`config.mk`:
```
export PLATFORM = sky130hd
export DESIGN_NAME = flicky_hvgen
export DESIGN_NICKNAME = d
export VERILOG_FILES = /design/src/rtl/flicky_video_pkg.sv /design/src/rtl/flicky_ctl_delay.sv /design/src/rtl/flicky_hvgen.sv
export SDC_FILE = /design/constraint.sdc
export NUM_CORES = 1
export LEC_CHECK = 0
export BUFFER_PORTS_ARGS = -buffer_cell sky130_fd_sc_hd__buf_2
export CAP_MARGIN = 25
export CORE_MARGIN = 3
export CORE_UTILIZATION = 40
export CTS_BUF_LIST = sky130_fd_sc_hd__clkbuf_8 sky130_fd_sc_hd__clkbuf_16
export DETAILED_ROUTE_END_ITERATION = 7
export GPL_ROUTABILITY_DRIVEN = 0
export SKIP_CTS_REPAIR_TIMING = 1
export SYNTH_ARGS = -nofsm -noshare
export SYNTH_HDL_FRONTEND = slang
export SYNTH_SLANG_ARGS = --single-unit
```
`constraint.sdc`:
```
create_clock -name clk48M -period 2.09 [get_ports clk48M]
set_clock_uncertainty 0.1 [all_clocks]
set_input_delay 0.3135 -clock clk48M [delete_from_list [all_inputs] [get_ports clk48M]]
set_output_delay 0.3135 -clock clk48M [all_outputs]
set_load 0.1 [all_outputs]
```
`src/rtl/flicky_video_pkg.sv`:
```
// Shared timing constants, RGB332 field layout and the control word
// for the FLICKY video timing generator.
package flicky_video_pkg;

  localparam int H_TOTAL  = 384;
  localparam int H_VIS    = 256;
  localparam int HS_START = 288;
  localparam int HS_LEN   = 32;
  localparam int V_TOTAL  = 264;
  localparam int V_VIS    = 224;
  localparam int VS_START = 240;
  localparam int VS_LEN   = 3;
  localparam int PIX_LAT  = 2;

  // POUT is RGB332 packed as {B[7:6], G[5:3], R[2:0]}
  localparam int R_LSB = 0;
  localparam int R_W   = 3;
  localparam int G_LSB = 3;
  localparam int G_W   = 3;
  localparam int B_LSB = 6;
  localparam int B_W   = 2;

  typedef struct packed {
    logic hblank;
    logic vblank;
    logic hsync;
    logic vsync;
  } vid_ctl_t;

  localparam vid_ctl_t CTL_IDLE = '0;

  function automatic logic in_window(input logic [9:0] pos,
                                     input logic [9:0] lo,
                                     input logic [9:0] len);
    return (pos >= lo) && (pos < lo + len);
  endfunction

endpackage

```
`src/rtl/flicky_ctl_delay.sv`:
```
// Enable-gated shift register that carries the blank/sync control word
// alongside the video block's pixel pipeline.
module flicky_ctl_delay
  import flicky_video_pkg::*;
#(
  parameter int STAGES = 2
) (
  input  logic     clk_i,
  input  logic     rst_i,
  input  logic     en_i,
  input  vid_ctl_t d_i,
  output vid_ctl_t q_o
);

  vid_ctl_t stage_q [STAGES];

  // NOTE: the stages are plain flops, not a RAM, so they are reset; this keeps
  // blank/sync quiet until real control words have propagated through.
  // NOTE: non-blocking assignments let each stage take its neighbour's old value.
  always_ff @(posedge clk_i or posedge rst_i) begin
    if (rst_i) begin
      for (int i = 0; i < STAGES; i++) stage_q[i] <= CTL_IDLE;
    end else if (en_i) begin
      stage_q[0] <= d_i;
      for (int i = 1; i < STAGES; i++) stage_q[i] <= stage_q[i-1];
    end
  end

  assign q_o = stage_q[STAGES-1];

endmodule

```
`src/rtl/flicky_hvgen.sv`:
```
// FLICKY raster timing generator: 6 MHz pixel enable, PH/PV counters and a
// registered, blanked RGB output stage with syncs aligned to the pixel pipeline.
module flicky_hvgen
  import flicky_video_pkg::*;
#(
  parameter int P_H_TOTAL  = H_TOTAL,
  parameter int P_H_VIS    = H_VIS,
  parameter int P_HS_START = HS_START,
  parameter int P_HS_LEN   = HS_LEN,
  parameter int P_V_TOTAL  = V_TOTAL,
  parameter int P_V_VIS    = V_VIS,
  parameter int P_VS_START = VS_START,
  parameter int P_VS_LEN   = VS_LEN,
  parameter int PIX_LAT    = flicky_video_pkg::PIX_LAT
) (
  input  logic       clk48M,
  input  logic       reset,
  input  logic [3:0] hofs,
  input  logic [7:0] pix_in,
  output logic       ce_pix,
  output logic [8:0] PH,
  output logic [8:0] PV,
  output logic       hblank,
  output logic       vblank,
  output logic       hsync,
  output logic       vsync,
  output logic [2:0] red,
  output logic [2:0] green,
  output logic [1:0] blue
);

  logic [2:0] div_q, div_d;
  logic [8:0] ph_q, ph_d;
  logic [8:0] pv_q, pv_d;
  logic [3:0] hofs_q, hofs_d;
  logic [7:0] rgb_q, rgb_d;
  vid_ctl_t   ctl_q, ctl_d;
  vid_ctl_t   ctl_raw, ctl_dly;
  logic       ce, h_last, v_last;
  logic [9:0] hs_lo;

  assign ce     = (div_q == 3'd7);
  assign h_last = (ph_q == 9'(P_H_TOTAL - 1));
  assign v_last = (pv_q == 9'(P_V_TOTAL - 1));
  // hofs_q is signed; the sum stays non-negative for every legal offset
  assign hs_lo  = 10'(P_HS_START) + {{6{hofs_q[3]}}, hofs_q};

  always_comb begin
    ctl_raw.hblank = ({1'b0, ph_q} >= 10'(P_H_VIS));
    ctl_raw.vblank = ({1'b0, pv_q} >= 10'(P_V_VIS));
    ctl_raw.hsync  = in_window({1'b0, ph_q}, hs_lo, 10'(P_HS_LEN));
    ctl_raw.vsync  = in_window({1'b0, pv_q}, 10'(P_VS_START), 10'(P_VS_LEN));
  end

  flicky_ctl_delay #(
    .STAGES(PIX_LAT)
  ) u_ctl_delay (
    .clk_i(clk48M),
    .rst_i(reset),
    .en_i (ce),
    .d_i  (ctl_raw),
    .q_o  (ctl_dly)
  );

  // NOTE: every variable gets its hold value first, so no path leaves one
  // unassigned and no latch is inferred.
  always_comb begin
    div_d  = div_q + 3'd1;
    ph_d   = ph_q;
    pv_d   = pv_q;
    hofs_d = hofs_q;
    ctl_d  = ctl_q;
    rgb_d  = rgb_q;
    if (ce) begin
      ph_d  = h_last ? '0 : ph_q + 9'd1;
      ctl_d = ctl_dly;
      rgb_d = (ctl_dly.hblank || ctl_dly.vblank) ? '0 : pix_in;
      if (h_last) begin
        pv_d = v_last ? '0 : pv_q + 9'd1;
        // frame start: the offset is only taken between frames
        if (v_last) hofs_d = hofs;
      end
    end
  end

  always_ff @(posedge clk48M or posedge reset) begin
    if (reset) begin
      div_q  <= '0;
      ph_q   <= '0;
      pv_q   <= '0;
      hofs_q <= '0;
      ctl_q  <= CTL_IDLE;
      rgb_q  <= '0;
    end else begin
      div_q  <= div_d;
      ph_q   <= ph_d;
      pv_q   <= pv_d;
      hofs_q <= hofs_d;
      ctl_q  <= ctl_d;
      rgb_q  <= rgb_d;
    end
  end

  assign ce_pix = ce;
  assign PH     = ph_q;
  assign PV     = pv_q;
  assign hblank = ctl_q.hblank;
  assign vblank = ctl_q.vblank;
  assign hsync  = ctl_q.hsync;
  assign vsync  = ctl_q.vsync;
  assign red    = rgb_q[R_LSB +: R_W];
  assign green  = rgb_q[G_LSB +: G_W];
  assign blue   = rgb_q[B_LSB +: B_W];

endmodule

```
* Word-level counts from Yosys, hierarchy flattened
Index checks and enable logic that the tools add are counted.
** Storage, ports and cells
- Output and inout port bits :: 31
- Register bits after elaboration :: 45
** Operators by class
- Reductions and logical operators :: 5
- Magnitude comparators :: 6
- Add/sub/neg operators :: 5
- Muxes and demuxes :: 3
- Equal/unequal tests :: 3
** Operator list (count)
- 9-bit by 1-bit adder with 9-bit output, second input constant :: 2
- 9-bit equality test, second input constant :: 2
- 9-bit by 8-bit greater-or-equal comparator with 1-bit output, second input constant :: 2
- 9-bit 2-to-1 mux :: 2
- 10-bit by 6-bit adder with 10-bit output, second input constant :: 1
- 9-bit by 10-bit adder with 10-bit output, first input constant :: 1
- 9-bit by 10-bit greater-or-equal comparator with 1-bit output :: 1
- 9-bit by 10-bit < comparator with 1-bit output :: 1
- 9-bit greater-or-equal comparator, second input constant :: 1
- 9-bit by 8-bit < comparator with 1-bit output, second input constant :: 1
- 8-bit 2-to-1 mux :: 1
- 3-bit by 1-bit adder with 3-bit output, second input constant :: 1
- 3-bit equality test, second input constant :: 1
- 3-bit AND reduction :: 1
- 1-bit logical AND :: 2
- 2-bit AND reduction :: 1
- 1-bit logical OR :: 1

* Depth between registers and ports, before layout
Gate-level depths: netlist of the first run.
- Depth in word-level cells :: 4
- Depth in mapped cells :: 7
- Depth with buffers taken out :: 7

* By module
From an unflattened synthesis of the first run, not the netlist that was laid out.
** Second synthesis, totals
- Cells, all modules :: 208
- Area total of the unflattened synthesis :: 2292.2 µm²
** Modules (own cells, without submodules)
- flicky_hvgen :: area an instance 1926.8 µm², sequential area each 925.9 µm², cells each 186, times used 1
- flicky_ctl_delay :: area an instance 365.4 µm², sequential area each 200.2 µm², cells each 22, times used 1

* Least setup slack after synthesis of the first run
No wires, ideal clock.
- Path kind :: reg2reg
- Start point :: register div_q[0]
- End point :: register hofs_q[0]
- Path buffers :: 0
- Stages on the path, launching flop included :: 8
- Path slack :: -1013 ps
- Data arrival time :: 2878 ps
- Required time :: 1865 ps
- Cell sequence :: dfrtp_1 > ha_1 > ha_1 > nand4_2 > nor3_4 > nand3_4 > nor4_4 > mux2_2
** Between the ends
- Longest elaborated chain between the ends :: 2
** Ends and longest elaborated chain
- start: declaration :: line flicky_hvgen.sv:32 : logic [2:0] div_q, div_d;
- start signal: assignment :: line flicky_hvgen.sv:95 : div_q <= div_d;
- 3-bit equality test :: line flicky_hvgen.sv:42 : assign ce = (div_q == 3'd7);
- net ce_pix :: line flicky_hvgen.sv:20 : output logic ce_pix,
- 3-bit AND reduction (no source line)
- end signal: assignment :: line flicky_hvgen.sv:98 : hofs_q <= hofs_d;
- end: declaration :: line flicky_hvgen.sv:35 : logic [3:0] hofs_q, hofs_d;
The timed path passes the listed nets, and every way through them passes these cells.
A chain may end at the register's enable or synchronous reset.

* Final worst setup path of the first run
- Start point :: register div_q[0]
- End point :: register hofs_q[1]
** Between the ends
- Longest elaborated chain between the ends :: 2
** Ends and longest elaborated chain (line)
- 3-bit equality test :: flicky_hvgen.sv:42
- 3-bit AND reduction (no source line)
No other way between the ends.

==> flow_metrics.py, run 1 <==
metrics = {
    "yosys": {
        "count_of_flip_flops_with_a_built_in_enable_after_synthesis": 0,
        "yosys.area.top_type_share_pct": 52.0,
        "synth_area_um2": 2170,
        "synth_most_common_cell": "dfrtp_1",
        "synth.top_cells.by_count": "dfrtp_1, inv_1, o21ai_0",
        "synth.yosys.seq_area_share_pct": 52.0,
        "unique_cell_type_count_in_the_yosys_netlist": 38,
        "ys_seq_elements": 45,
        "post_synth_inst_count": 195,
        "synthesis.nets": 223,
        "prevailing_post_synth_register_cell": "dfrtp_1",
        "main_area_contributors_after_synthesis": "dfrtp_1, ha_1, mux2_2",
        "avgSynthCellArea_um2": 11.1,
        "post-synth-top-area-cell": "dfrtp_1",
        "synthesis.yosys.warnings": 0,
        "share_of_synthesized_registers_carrying_an_async_set_or_reset_pct": 100,
    },
    "die": {
        "core-area_um2": 5170,
        "die_width_um": 79.6,
        "fp-row-count": 26,
        "boundaryPins": 45,
        "vertical_die_dimension_um": 79.6,
        "die_area_um2": 6330,
        "initial_utilization_pct": 41.9,
    },
    "power_and_ir_drop": {
        "clock_power_share_pct": 40.1,
        "power.share.combinational_pct": 6.4,
        "vdd_drop_max_uv": 292,
        "power.density_nw_per_um2": 593,
        "power.static_leakage_uw": 0.00136,
        "cellInternalPower_uw": 1250,
        "power.sequential.fraction_pct": 53.5,
        "p_sw_uw": 393,
        "p_sw_share_pct": 23.8,
    },
    "route": {
        "via_count": 1598,
        "avgRoutedWirePerCell_um": 12.8,
        "first_pass_iters": 4,
        "ant_nets": 0,
        "finalWirelength_mm": 4.19,
        "drc": 0,
        "drt_first_iter_violations": 100,
        "detail_route.vias_per_cell": 4.89,
    },
    "timing": {
        "min_period_over_period_pct": 94.5,
        "final.min_clock_period_ns": 1.98,
        "setup_tns_ns": 0,
        "setup_viol": 0,
        "final_max_slew_viol_count": 0,
        "holdWs_ns": 0.0151,
        "grt_setup_unrepaired": "yes",
        "report.final.hold_viol_count": 0,
        "max-slew-margin-rel_pct": 52.9,
        "tightestPinTransition_ns": 0.706,
        "maxClockFrequency_ghz": 0.506,
    },
    "setup_path": {
        "worstReg2RegStart": "div_q[0]",
        "worst_ep_required_time_ns": 2.18,
        "critPathKind": "flip-flop to flip-flop",
        "critical_path.slowest_cell": "dfrtp_1",
        "critPathBufInv": 1,
        "critical_path.endpoint_type": "flip-flop",
        "reg2reg_depth": 8,
        "crit_start": "div_q[0]",
        "crit_path_end": "hofs_q[1]",
        "regToRegEndpoint": "hofs_q[1]",
        "cp-start-kind": "flip-flop",
        "worstPathCellList": "ha_2 -> ha_4 -> nand4_4 -> nor3_4 -> nand3_4 -> nor4_4 -> buf_4 -> mux2_2",
        "worst-path-max-fanout": 5,
        "critical-path-top-delay-family": "simple AND/OR/NAND/NOR gates",
        "crit_arrival_ns": 2.06,
        "cp_num_cells": 8,
        "reg2reg_setup_slack_ns": 0.11,
        "cpPeakStageDelay_ns": 0.36,
    },
    "flow_run": {
        "max_cap_viol": 0,
    },
    "clock_network": {
        "clock_tree_from_tritoncts": "yes",
        "tritoncts.num_buffers": 5,
        "htree_levels": 2,
        "cts-root-buf": "clkbuf_8",
        "clk_latency_ns": 0.30,
        "cts.clk_slew.worst_paths_ns": 0.09,
        "clock_path_buffers": 2,
        "cts.sinks": 45,
    },
    "worst_hold_path": {
        "hold_path_class": "primary input to asynchronous set/reset pin",
    },
    "place": {
        "numPortBuffers": 44,
        "dp_hpwl_mm": 3.14,
    },
    "final_layout": {
        "filler_cell_count": 465,
        "final_net_count": 284,
        "drive_gt1_share_pct": 42.8,
        "syn2layout_area_growth_pct": 28.2,
        "num_antenna_cells": 0,
    },
    "global_routing": {
        "grt_antenna_before_repair": 0,
        "grt_first_pass_wirelength_mm": 7.25,
        "track_usage_pct": 14.7,
        "global_route.overflow_total": 0,
        "grt_start_max_net_pins": 39,
        "first_global_vias": 1589,
    },
    "status": {
        "run_status": "finished, final reports clean",
    },
}
stage by stage:
stage / instances / utilization [%] / worst slack (ns) / total power, µW / cell area (µm²)
after floorplan: 195 / - / -0.281 / 976 / 2230
after global placement: 316 / 50.7 / -0.0415 / 1010 / 2630
after detailed placement: 316 / 50.7 / -0.0559 / 1010 / 2630
after CTS: 324 / 53.0 / -0.0685 / 1670 / 2740
after global routing: 327 / 53.7 / -0.0133 / 1720 / 2780
final: 327 / 53.7 / 0.115 / 1650 / 2780
per-layer routing:
metal  vias to the layer above  routed length, µm  track usage, %
li1                        793                  -               -
met1                       769               1900            19.0
met2                        30               2060            24.1
met3                         6                175            3.50
met4                         0                 57            4.98
met5                         -                  0               0
power by group through the flow:
| stage | logic, µW | clock network, µW | registers [µW] |
|---|---|---|---|
| global route | 113 | 729 | 882 |
| finish | 105 | 661 | 881 |
| floorplan | 18.1 | 0 | 957 |
| detailed placement | 107 | 0 | 899 |
| global placement | 106 | 0 | 899 |
| CTS | 107 | 681 | 881 |
worst min path at each step:
stage          depth (start not counted)  slack (ns)  startpoint                 end
3_3_place_gp                           1        0.31    div_q[0]            div_q[0]
2_1_floorplan                          1        0.31    div_q[0]            div_q[0]
3_5_place_dp                           1        0.32    div_q[0]            div_q[0]
4_1_cts                                2        0.04       reset  u_ctl_delay.q_o[2]
5_1_grt                                2        0.07       reset              vblank
6_report                               2        0.02       reset               vsync
flip-flops by register name (all words and copies together) (netlist names):
name / flops
rgb_q: 8
hofs_q: 4
hsync: 1
hblank: 1
PH: 9
vsync: 1
u_ctl_delay.stage_q: 4
PV: 9
vblank: 1
u_ctl_delay.q_o: 4
div_q: 3
logic make-up after synthesis:
| kind of cell | synth area share [%] |
|---|---|
| simple gates | 14.7 |
| flops | 52.0 |
| compound gates | 8.38 |
| buf+inv | 4.68 |
| mux | 7.74 |
| fa+ha+maj | 8.09 |
| xor+xnor | 4.45 |
placed cells by master (no fill, tap or decap), types with 2 or more instances in the layout:
| master | instances |
|---|---|
| nand4_1 | 3 |
| xnor2_1 | 7 |
| buf_2 | 43 |
| ha_2 | 2 |
| nand3_1 | 14 |
| nor2_1 | 12 |
| dfrtp_1 | 29 |
| nand2_1 | 7 |
| clkbuf_8 | 5 |
| o21ai_0 | 15 |
| nor2b_1 | 2 |
| dfrtp_4 | 4 |
| buf_4 | 14 |
| a31oi_1 | 3 |
| nor3_1 | 2 |
| o211ai_1 | 2 |
| dfrtp_2 | 12 |
| a21oi_1 | 2 |
| ha_1 | 11 |
| nor3_4 | 2 |
| mux2_2 | 14 |
| nand2b_1 | 2 |
| xor2_1 | 4 |
| inv_1 | 21 |
final cells by class:
cell class / count / area [µm²] / share of cell area (%)
Clock buffer: 5 / 68.8 / 2.48
Clock inverter: 3 / 46.3 / 1.67
Inverter: 22 / 82.6 / 2.97
Multi-Input combinational cell: 123 / 983 / 35.4
Sequential cell: 45 / 1160 / 41.6
Tap cell: 70 / 87.6 / 3.15
Timing Repair Buffer: 59 / 352 / 12.7
Power figures use the tool's default switching activity.
==> run 2, diff against run 1 <==
--- a/config.mk
+++ b/config.mk
@@ -8,11 +8,12 @@
 export BUFFER_PORTS_ARGS = -buffer_cell sky130_fd_sc_hd__buf_2
 export CAP_MARGIN = 25
 export CORE_MARGIN = 3
-export CORE_UTILIZATION = 40
+export CORE_UTILIZATION = 33
 export CTS_BUF_LIST = sky130_fd_sc_hd__clkbuf_8 sky130_fd_sc_hd__clkbuf_16
 export DETAILED_ROUTE_END_ITERATION = 7
 export GPL_ROUTABILITY_DRIVEN = 0
 export SKIP_CTS_REPAIR_TIMING = 1
 export SYNTH_ARGS = -nofsm -noshare
 export SYNTH_HDL_FRONTEND = slang
+export SYNTH_HIERARCHICAL = 1
 export SYNTH_SLANG_ARGS = --single-unit
==> flow_metrics.py, run 2 <==
metrics = {
    "yosys": {
        "unique_cell_type_count_in_the_yosys_netlist": 40,
        "share_of_the_synthesized_area_in_compound_gates_ao_oa_aoi_oai_pct": 6.77,
        "synth.yosys.seq_area_share_pct": 49.1,
        "synthesis.yosys.warnings": 6,
        "synth_most_common_cell": "dfrtp_1",
        "avgSynthCellArea_um2": 11.0,
        "synthMuxAreaShare_pct": 10.5,
        "synthesis.nets": 236,
        "synth_top_family_by_area": "simple AND/OR/NAND/NOR gates",
        "post-synth-top-area-cell": "dfrtp_1",
        "yosys.area.top_type_share_pct": 49.1,
        "synth_area_um2": 2290,
        "prevailing_post_synth_register_cell": "dfrtp_1",
        "share_of_synthesized_registers_carrying_an_async_set_or_reset_pct": 100,
        "synth_area_in_adders_pct": 7.64,
        "count_of_flip_flops_with_a_built_in_enable_after_synthesis": 0,
        "main_area_contributors_after_synthesis": "dfrtp_1, ha_1, mux2_4",
        "synth.top_cells.by_count": "dfrtp_1, inv_1, nand3_1",
        "synth_simple_gate_area_share_pct": 15.8,
        "post_synth_inst_count": 208,
        "synth_xor_area_share_pct": 3.06,
        "ys_seq_elements": 45,
    },
    "setup_path": {
        "cp-start-kind": "flip-flop",
        "critical-path-top-delay-family": "buffers and inverters",
        "critPathBufInv": 2,
        "critical_path.slowest_cell": "dfrtp_1",
        "critPathKind": "flip-flop to output port",
        "crit_arrival_ns": 1.47,
        "worstPathCellList": "ha_2 -> ha_4 -> buf_4 -> buf_12",
        "worst-path-max-fanout": 19,
        "worst_ep_required_time_ns": 1.68,
        "cpPeakStageDelay_ns": 0.36,
        "critical_path.endpoint_type": "output port",
    },
    "global_routing": {
        "track_usage_pct": 12.4,
        "first_global_vias": 1579,
        "grt_antenna_before_repair": 0,
        "grt_start_max_net_pins": 38,
        "global_route.overflow_total": 0,
        "grt_first_pass_wirelength_mm": 7.65,
    },
    "power_and_ir_drop": {
        "clock_power_share_pct": 40.8,
        "power.static_leakage_uw": 0.00134,
        "vdd_drop_max_uv": 333,
        "cellInternalPower_uw": 1280,
        "p_sw_share_pct": 22.9,
        "p_sw_uw": 381,
        "power.sequential.fraction_pct": 52.9,
        "power.share.combinational_pct": 6.3,
        "power.density_nw_per_um2": 605,
    },
    "final_layout": {
        "multiInputGateArea_um2": 1030,
        "drive_gt1_share_pct": 38.4,
        "num_antenna_cells": 0,
        "filler_cell_count": 635,
        "final_net_count": 282,
        "final_util_pct": 42.2,
        "sequential_cell_area_um2": 1140,
        "most-common-layout-cells": "buf_2, dfrtp_1, nand3_1, inv_1",
        "syn2layout_area_growth_pct": 20.3,
        "mostFrequentLayoutCell": "buf_2",
        "final_design_area_no_fill_um2": 2760,
    },
    "route": {
        "ant_nets": 0,
        "first_pass_iters": 3,
        "finalWirelength_mm": 4.52,
        "via_count": 1589,
        "detail_route.vias_per_cell": 4.79,
        "drc": 0,
        "avgRoutedWirePerCell_um": 13.6,
        "drt_first_iter_violations": 54,
    },
    "die": {
        "die_width_um": 89.3,
        "initial_utilization_pct": 35.1,
        "vertical_die_dimension_um": 89.3,
        "die_area_um2": 7980,
        "fp-row-count": 29,
        "core-area_um2": 6530,
        "boundaryPins": 45,
    },
    "clock_network": {
        "clk_latency_ns": 0.29,
        "tritoncts.num_buffers": 5,
        "cts.clk_slew.worst_paths_ns": 0.08,
        "htree_levels": 2,
        "clock_path_buffers": 2,
        "cts-root-buf": "clkbuf_8",
        "clock_tree_from_tritoncts": "yes",
        "cts.sinks": 45,
    },
    "place": {
        "placement.cell_area_um2": 2630,
        "dp_hpwl_mm": 3.26,
        "numPortBuffers": 44,
    },
    "timing": {
        "grt_setup_unrepaired": "no",
        "final_max_slew_viol_count": 0,
        "tightestPinTransition_ns": 0.590,
        "holdWs_ns": 0.131,
        "min_period_over_period_pct": 90.3,
        "report.final.hold_viol_count": 0,
        "setup_viol": 0,
        "final.min_clock_period_ns": 1.89,
        "max-slew-margin-rel_pct": 60.5,
        "maxClockFrequency_ghz": 0.530,
    },
    "status": {
        "run_status": "finished, final reports clean",
    },
    "worst_hold_path": {
        "hold_path_class": "primary input to flip-flop",
    },
    "flow_run": {
        "max_cap_viol": 0,
    },
}
-- run 2: cell types whose count changed in the layout (fill, tap and decap cells not counted), moves of 4 or more --
cell / before / now
buf_4: 14 / 6
mux2_4: 0 / 8
mux2_2: 14 / 7
nor2_1: 12 / 6
nand3_1: 14 / 21
and3_1: 0 / 5
dfrtp_4: 4 / 0
-- run 2: stage by stage --
| stage | TNS (ns) | setup WS (ns) | power (µW) | cells |
|---|---|---|---|---|
| global route | 0 | 0.109 | 1740 | 332 |
| detailed placement | 0 | 0.273 | 1000 | 323 |
| floorplan | -0.175 | -0.0501 | 976 | 208 |
| finish | 0 | 0.202 | 1670 | 332 |
| global placement | 0 | 0.304 | 1000 | 323 |
| CTS | 0 | 0.171 | 1700 | 331 |
-- run 2: kinds of logic after synthesis --
family | count (synthesis)
fa+ha+maj | 14
simple gates | 63
xor+xnor | 8
compound gates | 26
flops | 45
buf+inv | 33
mux | 19
-- run 2: path summary, 6_finish.rpt --
| kind | cells after the start | start | endpoint | slack [ns] |
|---|---|---|---|---|
| max in group asynchronous | 4 | reset | PH[8] | 0.96 |
| hold reg to reg | 1 | div_q[0] | div_q[0] | 0.33 |
| setup reg to reg | 6 | PH[6] | u_ctl_delay/stage_q[5] | 0.26 |
| min in group asynchronous | 3 | reset | u_ctl_delay/q_o[0] | 0.42 |
| hold / removal | 2 | hofs[0] | hofs_q[0] | 0.13 |
| setup / recovery | 4 | div_q[0] | ce_pix | 0.20 |
-- run 2: routing by layer --
metal / GRT usage, % / routed length [µm] / vias to the layer above
met1: 17.7 / 2200 / 754
li1: - / - / 804
met4: 3.65 / 55 / 0
met2: 18.5 / 2090 / 26
met3: 3.32 / 176 / 5
met5: 0 / 0 / -
-- run 2: final cells by class --
class / instances / area share (%)
timing repair buffer: 51 / 10.5
sequential: 45 / 41.5
clock buffer: 6 / 3.00
clock inverter: 2 / 1.36
multi-input combinational: 130 / 37.3
inverter: 21 / 2.86
tap: 77 / 3.50
-- run 2: power groups by stage --
stage	combinational (µW)	sequential (µW)	clock, µW
6_report	105	881	680
5_1_grt	114	883	748
4_1_cts	106	881	708
3_5_place_dp	106	899	0
3_3_place_gp	106	899	0
2_1_floorplan	18.3	957	0
-- run 2: worst register-to-register path, stage by stage (launching register included) --
cell	delay (ns)
dfrtp_2	0.46
ha_1	0.35
a21oi_1	0.15
nand3_1	0.08
a221o_1	0.26
nor3_1	0.19
mux2_4	0.17
